$ cat src/rtl/raizing_video_pkg.sv
// Shared Raizing video-path definitions: text-ROM requester indices and the
// round-robin selection helper used by the text-ROM arbiter.
package raizing_video_pkg;

    localparam int unsigned TXTARB_TEXT  = 0;
    localparam int unsigned TXTARB_EXTRA = 1;
    localparam int unsigned TXTARB_DBG   = 2;

    localparam int unsigned RR_MAX = 4;
    localparam int unsigned RR_IW  = 2;

    typedef struct packed {
        logic             found;
        logic [RR_IW-1:0] idx;
    } rr_pick_t;

    // First eligible index at or above ptr, wrapping at n_req.
    function automatic rr_pick_t rr_pick(input logic [RR_MAX-1:0] eligible,
                                         input logic [RR_IW-1:0]  ptr,
                                         input int unsigned       n_req);
        rr_pick_t    r;
        int unsigned cand;
        r = '0;
        for (int unsigned k = 0; k < RR_MAX; k++) begin
            cand = (32'(ptr) + k) % n_req;
            if (k < n_req && !r.found && eligible[RR_IW'(cand)]) begin
                r.found = 1'b1;
                r.idx   = RR_IW'(cand);
            end
        end
        return r;
    endfunction

endpackage

$ cat src/rtl/raizing_textrom_arb_if.sv
// Requester and ROM-side signals of the shared text-ROM arbiter.
interface raizing_textrom_arb_if #(
    parameter int unsigned N_REQ = 3,
    parameter int unsigned AW    = 14,
    parameter int unsigned DW    = 16
);
    logic [N_REQ-1:0]    REQ;
    logic [N_REQ*AW-1:0] ADDR;
    logic                PRIO0;
    logic [N_REQ-1:0]    ACK;
    logic [DW-1:0]       DOUT;
    logic [N_REQ-1:0]    DVALID;
    logic [AW-1:0]       ROM_ADDR;
    logic                ROM_CS;
    logic [DW-1:0]       ROM_DATA;

    modport master (output REQ, ADDR, PRIO0, ROM_DATA,
                    input  ACK, DOUT, DVALID, ROM_ADDR, ROM_CS);

    modport slave  (input  REQ, ADDR, PRIO0, ROM_DATA,
                    output ACK, DOUT, DVALID, ROM_ADDR, ROM_CS);
endinterface

$ cat src/rtl/raizing_tag_pipe.sv
// Shift register of {valid, id} tags that follows each issued ROM read until
// its data is due; synchronous clear drops everything in flight.
module raizing_tag_pipe #(
    parameter int unsigned DEPTH = 2,
    parameter int unsigned IDW   = 2
) (
    input  logic           clk_i,
    input  logic           clr_i,
    input  logic           vld_i,
    input  logic [IDW-1:0] id_i,
    output logic           vld_o,
    output logic [IDW-1:0] id_o
);
    logic [DEPTH-1:0]          vld_q;
    logic [DEPTH-1:0][IDW-1:0] id_q;

    always_ff @(posedge clk_i) begin
        if (clr_i) begin
            vld_q <= '0;
            id_q  <= '0;
        end else begin
            vld_q[0] <= vld_i;
            id_q[0]  <= id_i;
            for (int unsigned s = 1; s < DEPTH; s++) begin
                vld_q[s] <= vld_q[s-1];
                id_q[s]  <= id_q[s-1];
            end
        end
    end

    assign vld_o = vld_q[DEPTH-1];
    assign id_o  = id_q[DEPTH-1];
endmodule

$ cat src/rtl/raizing_textrom_arb.sv
// Round-robin (optional requester-0 priority) arbiter sharing one synchronous
// text-ROM port; returns each word to its requester LAT cycles after ACK.
module raizing_textrom_arb
    import raizing_video_pkg::*;
#(
    parameter int unsigned N_REQ = 3,
    parameter int unsigned AW    = 14,
    parameter int unsigned DW    = 16,
    parameter int unsigned LAT   = 2
) (
    input  logic                   CLK96,
    input  logic                   RESET96,
    raizing_textrom_arb_if.slave   bus
);
    localparam int unsigned IDW = (N_REQ > 1) ? $clog2(N_REQ) : 1;

    logic [N_REQ-1:0] ack_q, ack_d;
    logic [N_REQ-1:0] dvalid_q, dvalid_d;
    logic [DW-1:0]    dout_q;
    logic [AW-1:0]    rom_addr_q, rom_addr_d;
    logic             rom_cs_q;
    logic [IDW-1:0]   ptr_q, ptr_d;

    logic [N_REQ-1:0] eligible;
    rr_pick_t         pick;
    logic             grant;
    logic [IDW-1:0]   gnt_id;
    logic             ret_vld;
    logic [IDW-1:0]   ret_id;

    // ack_q doubles as the mask: a requester cannot win again before it sees its ACK.
    always_comb begin
        eligible   = bus.REQ & ~ack_q;
        pick       = rr_pick(RR_MAX'(eligible), RR_IW'(ptr_q), N_REQ);
        grant      = pick.found;
        gnt_id     = IDW'(pick.idx);
        if (bus.PRIO0 && eligible[0]) begin
            grant  = 1'b1;
            gnt_id = '0;
        end
        ack_d      = '0;
        ptr_d      = ptr_q;
        rom_addr_d = rom_addr_q;
        if (grant) begin
            ack_d[gnt_id] = 1'b1;
            ptr_d         = (32'(gnt_id) + 32'd1 == N_REQ) ? '0 : IDW'(32'(gnt_id) + 32'd1);
            rom_addr_d    = bus.ADDR[32'(gnt_id)*AW +: AW];
        end
        dvalid_d = '0;
        if (ret_vld) dvalid_d[ret_id] = 1'b1;
    end

    // Registered DVALID/DOUT form the last stage of the return path.
    raizing_tag_pipe #(.DEPTH(LAT), .IDW(IDW)) u_tag_pipe (
        .clk_i (CLK96),
        .clr_i (RESET96),
        .vld_i (grant),
        .id_i  (gnt_id),
        .vld_o (ret_vld),
        .id_o  (ret_id)
    );

    always_ff @(posedge CLK96) begin
        if (RESET96) begin
            ack_q      <= '0;
            dvalid_q   <= '0;
            dout_q     <= '0;
            rom_addr_q <= '0;
            rom_cs_q   <= 1'b0;
            ptr_q      <= '0;
        end else begin
            ack_q      <= ack_d;
            dvalid_q   <= dvalid_d;
            rom_addr_q <= rom_addr_d;
            rom_cs_q   <= grant;
            ptr_q      <= ptr_d;
            if (ret_vld) dout_q <= bus.ROM_DATA;
        end
    end

    assign bus.ACK      = ack_q;
    assign bus.DVALID   = dvalid_q;
    assign bus.DOUT     = dout_q;
    assign bus.ROM_ADDR = rom_addr_q;
    assign bus.ROM_CS   = rom_cs_q;
endmodule

$ cat src/flat_wrapper.sv
// flat-port wrapper written by rule: the top's interface ports become plain ports
module raizing_textrom_arb_flat import raizing_video_pkg::*;
#(
    parameter int unsigned N_REQ = 3,
    parameter int unsigned AW    = 14,
    parameter int unsigned DW    = 16,
    parameter int unsigned LAT   = 2
)
  (CLK96, RESET96, bus_REQ, bus_ADDR, bus_PRIO0, bus_ROM_DATA, bus_ACK, bus_DOUT, bus_DVALID, bus_ROM_ADDR, bus_ROM_CS);
  raizing_textrom_arb_if #(.N_REQ(N_REQ), .AW(AW), .DW(DW)) bus_i ();
  input  logic CLK96;
  input  logic RESET96;
  input wire logic [$bits(bus_i.REQ)-1:0] bus_REQ;
  input wire logic [$bits(bus_i.ADDR)-1:0] bus_ADDR;
  input wire logic [$bits(bus_i.PRIO0)-1:0] bus_PRIO0;
  input wire logic [$bits(bus_i.ROM_DATA)-1:0] bus_ROM_DATA;
  output wire logic [$bits(bus_i.ACK)-1:0] bus_ACK;
  output wire logic [$bits(bus_i.DOUT)-1:0] bus_DOUT;
  output wire logic [$bits(bus_i.DVALID)-1:0] bus_DVALID;
  output wire logic [$bits(bus_i.ROM_ADDR)-1:0] bus_ROM_ADDR;
  output wire logic [$bits(bus_i.ROM_CS)-1:0] bus_ROM_CS;
  assign bus_i.REQ = bus_REQ;
  assign bus_i.ADDR = bus_ADDR;
  assign bus_i.PRIO0 = bus_PRIO0;
  assign bus_i.ROM_DATA = bus_ROM_DATA;
  assign bus_ACK = bus_i.ACK;
  assign bus_DOUT = bus_i.DOUT;
  assign bus_DVALID = bus_i.DVALID;
  assign bus_ROM_ADDR = bus_i.ROM_ADDR;
  assign bus_ROM_CS = bus_i.ROM_CS;
  raizing_textrom_arb #(.N_REQ(N_REQ), .AW(AW), .DW(DW), .LAT(LAT)) u_core (.CLK96(CLK96), .RESET96(RESET96), .bus(bus_i));
endmodule
$ cat config.mk
export PLATFORM = sky130hd
export DESIGN_NAME = raizing_textrom_arb_flat
export DESIGN_NICKNAME = d
export VERILOG_FILES = /design/src/rtl/raizing_video_pkg.sv /design/src/rtl/raizing_textrom_arb_if.sv /design/src/rtl/raizing_tag_pipe.sv /design/src/rtl/raizing_textrom_arb.sv /design/src/flat_wrapper.sv
export SDC_FILE = /design/constraint.sdc
export NUM_CORES = 1
export LEC_CHECK = 0
export CAP_MARGIN = 30
export CORE_MARGIN = 2
export CORE_UTILIZATION = 25
export DETAILED_ROUTE_END_ITERATION = 8
export DONT_BUFFER_PORTS = 1
export GPL_TIMING_DRIVEN = 0
export PLACE_DENSITY = 0.47
export SYNTH_ARGS = -nofsm -noshare
export SYNTH_HDL_FRONTEND = slang
export SYNTH_HIERARCHICAL = 1
export SYNTH_SLANG_ARGS = --single-unit
$ cat constraint.sdc
create_clock -name CLK96 -period 2 [get_ports CLK96]
set_input_delay 0.1 -clock CLK96 [delete_from_list [all_inputs] [get_ports CLK96]]
set_output_delay 0.1 -clock CLK96 [all_outputs]
set_load 0.05 [all_outputs]
==> metrics.csv, run 1 <==
stage,metric,value,unit
floorplanning,Initial Util,25.76,%
global_route,global-route wire length before repair,11480,um
timing,Hold Fails Final Rpt,0,
worst_setup_path,Worst Path Required,2.23,ns
min_path,hold depth,2,
worst_setup_path,worst path cell trace,inv_2 -> ha_4 -> inv_4 -> maj3_2 -> a2111oi_4 -> buf_6 -> buf_8 -> nand2_1 -> a41oi_2,
layout,nets,371,
timing,Tcrit/Tclk final,101.2,%
global_route,vias in the first global route,2121,
clocking,CTS tree,done,
timing,Max Fclk,494.3,MHz
synth,Syn Area/Cell,9.395,sq um
timing,Max Clock Skew,0.005140,ns
synth,largest cells by area after synthesis,"dfxtp_1 (40%), mux2i_1 (7.2%), a41oi_2 (6.5%), o31ai_1 (5.0%), o211ai_1 (4.7%)",
synth,post-synth top area share,40.29,%
route,wire per inst,18.38,um
timing,Slew HR,34.84,%
synth,ys flop type,dfxtp_1,
synth,"Cell Area, Synth",2236,sq um
worst_setup_path,WS Path Type,reg2reg,
global_route,"Remaining Overflow, GRT",0,
worst_setup_path,critical path depth in cells,9,
placement,GP Congestion,0.8212,
pwr,Peak VDD IR,0.6174,mV
floorplanning,Die ar.,9716,sq um
route,vias,2153,
route,Residual DRC,0,
floorplanning,core area,8678,sq um
timing,RSZ-0062 raised after global routing,yes,
synth,"Seq/Total Area, Yosys",40.29,%
synth,Yosys reg bits,45,
layout,ANT cells,0,
pwr,total power,5.450,mW
pwr,PD cells,1545,nW/um^2
route,vias per inst,5.200,
floorplanning,die height,98.57,um
worst_setup_path,Crit-path slowest cell,a2111oi_4,
clocking,Clock Tree Root,clkbuf_8,
layout,post-synthesis to final-layout area growth,57.81,%
run,number of max-cap violations,0,
synth,post-synth net total,304,
timing,WHS,0.008439,ns
clocking,worst skew pair latency,0.30,ns
worst_setup_path,Bufs and invs on worst path,4,
floorplanning,IO Pins,101,
layout,post-layout util,40.66,%
status,status,"complete, but fails checks",
timing,Tmin final,2.023,ns
synth,Mapped Cells,238,
route,Routed Antenna Nets,0,
floorplanning,FP Rows,34,
route,total iterations of the first detailed-routing run,4,
synth,Yosys top cell by area,dfxtp_1,
layout,layout cells sized above 1,37.91,%
layout,final non-filler cell total,414,
clocking,CTS clock-pin slew for the worst setup and hold paths,0.10,ns
route,drt total wl,7610,um
worst_setup_path,"slowest stage delay, CP",0.36,ns
global_route,pin count of the biggest net entering global routing,17,
placement,port bufs,0,
synth,Post-synth EDFFs,0,
global_route,initial antenna violation count,0,
timing,fin worst setup slack,-0.02322,ns
timing,slew of the pin with the lowest slew margin,0.9774,ns
clocking,H-Tree Depth,2,
timing,final number of max-transition violations,0,
status,failing checks,negative setup slack,
placement,"worst slack, placed",-0.3893,ns
worst_setup_path,worst reg2reg path depth,9,
timing,Final setup viols,5,
worst_setup_path,CP Max Fanout,7,
worst_setup_path,crit path capture type,register,
placement,DP HPWL,4640,um
synth,Synth async-reset ratio,0,%
clocking,clk sinks,45,
pwr,Leak,1.214,nW
min_path,Hold Crit Class,in2reg,
floorplanning,chip width,98.57,um
global_route,gr usage total,14.71,%
worst_setup_path,worst path arrival time,2.26,ns
synth,synth unique cells,47,
clocking,Clock Tree Buf Depth,2,
clocking,total CTS buffers,5,
worst_setup_path,Critical Path Start Type,register,
worst_setup_path,CP top delay family,adder cells,
synth,Yosys warnings,6,
placement,DP Cell Count,346,
route,DR iter-0 viols,76,
## cell usage after synthesis, drive strengths merged (2+ instances only)
library cell / n
o211ai: 14
inv: 7
o31ai: 15
nor3: 4
mux2i: 16
a21oi: 2
and3: 2
nor3b: 3
a41oi: 15
dfxtp: 45
o32ai: 2
o21a: 2
nand2b: 4
clkbuf: 7
o21ai: 18
nor2b: 8
buf: 15
ha: 2
nand2: 17
nor2: 22
## per-layer routing
layer  part of all wire (%)  wire [um]  vias up  GRT usage, %
li1                       -          -     1023             -
met1                     42       3168     1050         18.53
met2                     51       3878       70         25.54
met3                    5.9        452       10         3.546
met4                    1.4        110        0         3.267
met5                      0          0        -             0
## area by class of cell
type | count | area [sq um]
inverter | 8 | 42.54
buffer | 21 | 205.2
sequential | 45 | 914.6
fill | 857 | 5150
clock buffer | 5 | 68.82
multi-input combinational | 163 | 1535
clock inverter | 3 | 25.02
tap | 108 | 135.1
timing repair buffer | 61 | 601.8
## timing repair
action | in CTS | in global routing
resized for setup | 61 | 46
endpoints found under the hold margin | 33 | 3
hold buffers | 31 | 3
endpoints found under the setup margin | 22 | 20
gates cloned | 4 | 0
setup buffers | 9 | 14
pin swaps | 8 | 23
## logic make-up after synthesis
| kind of cell | Yosys count | share of synthesized area (%) |
|---|---|---|
| DFF | 45 | 40.29 |
| muxes | 16 | 7.163 |
| AOI/OAI and AO/OA | 78 | 29.72 |
| adders and majority gates | 3 | 1.623 |
| and+or+nand+nor | 65 | 14.27 |
| xor gates and xnor gates | 1 | 0.3918 |
| buffers and inverters | 30 | 6.547 |
## flip-flops by register name (all words and copies together) (netlist names)
signal	cells
u_core/bus.ACK	3
u_core/u_tag_pipe/id_o	2
u_core/bus.DOUT	16
u_core/u_tag_pipe/id_q	2
u_core/bus.DVALID	3
u_core/u_tag_pipe/vld_q	2
u_core/ptr_q	2
u_core/bus.ROM_ADDR	14
u_core/bus.ROM_CS	1
## worst paths after layout
path                        startpoint                        end  slack (ns)
min reg2reg  u_core/u_tag_pipe/id_q[1]  u_core/u_tag_pipe/id_o[1]        0.44
max reg2reg            u_core/ptr_q[0]     u_core/bus.ROM_ADDR[5]       -0.02
max                    u_core/ptr_q[0]     u_core/bus.ROM_ADDR[5]       -0.02
min                       bus_ADDR[10]    u_core/bus.ROM_ADDR[10]       0.008
## cells in the final DEF, fill, tap and decap left out, drive strengths merged, types with 4 or more instances in the layout
master       synthesis  routed
dfxtp               45      45
nor2b                8       8
o31ai               15      15
a41oi               15      15
inv                  7       7
nor3                 4       4
o211ai              14      14
nand2b               4       4
clkbuf               7      12
nand2               17      17
mux2i               16      16
dlygate4sd3          0      34
o21ai               18      18
buf                 15      41
nor2                22      22
## through the flow
stage                     setup TNS [ns]  area, sq um
after floorplan                        0         2255
after global placement            -5.665         2390
after detailed placement          -5.759         2390
after CTS                              0         3203
after global routing             -0.5756         3528
final                           -0.03292         3528
## power breakdown
group	internal [mW]	total [mW]	switching, mW	leakage [nW]
logic	1.36	2.94	1.58	0.796
registers	1.13	1.90	0.779	0.373
clock network	0.253	0.610	0.356	0.0447
No activity file was read; power rests on OpenSTA's default activity.
==> run 2, diff against run 1 <==
==> constraint.sdc (replaced) <==
create_clock -name CLK96 -period 2 [get_ports CLK96]
set_input_delay 0.2 -clock CLK96 [delete_from_list [all_inputs] [get_ports CLK96]]
set_output_delay 0.2 -clock CLK96 [all_outputs]
set_load 0.05 [all_outputs]
==> run 2 against run 1 <==
Maximum frequency is 0.91% higher. Wire length is 6.9% lower. Count of clock-buffer cells in the layout stayed put. Largest cell class unchanged. Worst setup slack better by 0.018 ns. Critical path type unchanged. Total power is 5.0% lower. Final cell count is 9.7% lower. Hold slack better by 0.035 ns. Sequential power hardly changed. The flow still finishes with violations (negative setup slack). Clock power hardly changed. Via count is 8.1% lower.
==> metrics.csv, run 2 (same netlist as run 1, synthesis figures left out) <==
stage,metric,value,unit,change
layout,max reg flops,16,,unchanged
route,total iterations of the first detailed-routing run,4,,unchanged
route,DR WL met3,461,um,+2.0%
timing,fin worst setup slack,-0.004928,ns,+0.01829 ns
min_path,hold_sp,bus_ROM_DATA[14],,
worst_setup_path,"slowest stage delay, CP",0.35,ns,about the same
worst_setup_path,WS Path Type,reg2reg,,
route,drt total wl,7087,um,-6.9%
clocking,clk sinks,45,,unchanged
timing,slew of the pin with the lowest slew margin,0.9956,ns,+0.01817 ns
worst_setup_path,worst r2r src,u_core/ptr_q[0],,
global_route,initial antenna violation count,0,,unchanged
clocking,CTS clock-pin slew for the worst setup and hold paths,0.10,ns,about the same
route,met1 wire length,3057,um,-3.5%
layout,most frequent cells in the layout,"dfxtp_1 (41), nor2_1 (21), mux2i_1 (16), buf_4 (14), o211ai_1 (14)",,
timing,Tmin final,2.005,ns,-0.01829 ns
run,number of max-cap violations,0,,unchanged
global_route,global-route wire length before repair,10860,um,-5.4%
worst_setup_path,CP Max Fanout,10,,+3
clocking,Clock Tree Buf Depth,2,,unchanged
route,vias,1978,,-8.1%
clocking,worst skew pair latency,0.30,ns,about the same
route,wire per inst,18.95,um,+3.1%
worst_setup_path,Worst Path Required,2.23,ns,about the same
timing,Slew HR,33.63,%,-1.2 points
pwr,Leak,1.034,nW,-15%
layout,post-synthesis to final-layout area growth,37.72,%,
global_route,vias in the first global route,2002,,-5.6%
pwr,Peak VDD IR,0.6502,mV,+5.3%
worst_setup_path,worst path arrival time,2.24,ns,-0.02 ns
status,failing checks,negative setup slack,,
worst_setup_path,worst path cell trace,inv_2 -> ha_4 -> buf_6 -> nand2_1 -> a221oi_1 -> a21oi_2 -> nor2_4 -> inv_4 -> buf_12 -> a41oi_2,,
worst_setup_path,Crit-path slowest cell,a221oi_1,,
floorplanning,Die ar.,9716,sq um,unchanged
floorplanning,core area,8678,sq um,unchanged
placement,port bufs,0,,unchanged
floorplanning,chip width,98.57,um,unchanged
clocking,total CTS buffers,5,,unchanged
route,top routing layer in use,met4,,
status,status,"complete, but fails checks",,
layout,ANT cells,0,,unchanged
global_route,"Remaining Overflow, GRT",0,,unchanged
clocking,Clock Tree Root,clkbuf_8,,
floorplanning,die height,98.57,um,unchanged
route,vias per inst,5.289,,+1.7%
route,met2 WL,3451,um,-11%
placement,GP Congestion,0.8212,,unchanged
clocking,CTS tree,done,,
worst_setup_path,crit path capture type,register,,
layout,layout cells sized above 1,37.59,%,-0.31 points
worst_setup_path,Critical Path Source,u_core/ptr_q[0],,
route,DR iter-0 viols,81,,+6.6%
layout,fill cell count,897,,+4.7%
route,Residual DRC,0,,unchanged
timing,Max Clock Skew,0.005521,ns,+0.0003812 ns
floorplanning,FP Rows,34,,unchanged
floorplanning,IO Pins,101,,unchanged
timing,final number of max-transition violations,0,,unchanged
placement,"worst slack, placed",-0.3893,ns,unchanged
timing,WHS,0.04344,ns,+0.03500 ns
floorplanning,Initial Util,25.76,%,unchanged
clocking,H-Tree Depth,2,,unchanged
timing,RSZ-0062 raised after global routing,yes,,
layout,nets,331,,-11%
timing,Hold Fails Final Rpt,0,,unchanged
global_route,pin count of the biggest net entering global routing,17,,unchanged
min_path,Hold Crit Class,in2reg,,
worst_setup_path,Critical Path Start Type,register,,
pwr,PD cells,1681,nW/um^2,+8.9%
timing,Max Fclk,498.8,MHz,+0.91%
placement,DP HPWL,4640,um,unchanged
timing,Final setup viols,1,,-4
route,Routed Antenna Nets,0,,unchanged
layout,"commonest non-fill, non-tap cell in the layout",dfxtp_1,,
global_route,gr usage total,13.97,%,-0.74 points
timing,Tcrit/Tclk final,100.2,%,-0.91 points
run 2: changes by cell type in the layout (fill, tap and decap cells not counted), sizes merged:
cell	before	now
clkbuf	12	13
dlygate4sd3	34	1
clkinv	3	2
buf	41	33
inv	7	8
run 2: per-stage QoR:
stage / area, sq um / setup TNS [ns] / cells / power (mW) / util, %
global placement: 2390 / -5.665 / 346 / 3.530 / 27.54
CTS: 2903 / 0 / 367 / 4.919 / 33.45
floorplan: 2255 / 0 / 238 / 3.111 / -
finish: 3079 / -0.004928 / 374 / 5.177 / 35.48
global route: 3079 / -0.8887 / 374 / 5.441 / 35.48
detailed placement: 2390 / -5.759 / 346 / 3.539 / 27.54
run 2: area by class of cell:
class / instances / area, sq um / area share (%)
buffer: 21 / 203.9 / 6.623
clock buffer: 5 / 68.82 / 2.235
clock inverter: 3 / 25.02 / 0.8127
inverter: 8 / 40.04 / 1.300
multi-input combinational: 163 / 1486 / 48.27
sequential: 45 / 913.4 / 29.66
tap: 108 / 135.1 / 4.388
timing repair buffer: 21 / 206.4 / 6.705
run 2: path summary, 6_finish.rpt:
kind                                     to  slack (ns)  cells past startpoint
hold reg to reg   u_core/u_tag_pipe/id_o[1]        0.44                      1
setup / recovery     u_core/bus.ROM_ADDR[7]      -0.005                     10
setup reg to reg     u_core/bus.ROM_ADDR[7]      -0.005                     10
hold / removal          u_core/bus.DOUT[14]        0.04                      2
run 2: repair_timing:
action | in CTS | in global routing
hold buffers | 1 | 0
buffers inserted | 9 | 7
resized for setup | 61 | 36
pin swaps | 8 | 19
gates cloned | 4 | 0
endpoints found under the setup margin | 22 | 19
endpoints found under the hold margin | 6 | 0
run 2: critical path: cells and delay by family, from the launching register on:
family                   cells  cell delay, ns
buffers and inverters        4            0.41
adder cells (fa/ha/maj)      1            0.29
AND/OR/NAND/NOR              2            0.27
flip-flops                   1            0.34
AO/OA/AOI/OAI                3            0.64
run 2: where the power goes:
part           switching (mW)  internal (mW)  total [mW]
Combinational            1.48           1.20        2.67
Clock                   0.354          0.253       0.607
Sequential              0.771           1.12        1.90
run 2: layer usage:
metal	vias to the layer above	global-route usage, %
met2	77	23.50
li1	947	-
met1	943	18.11
met4	0	3.267
met3	11	3.475
met5	-	0
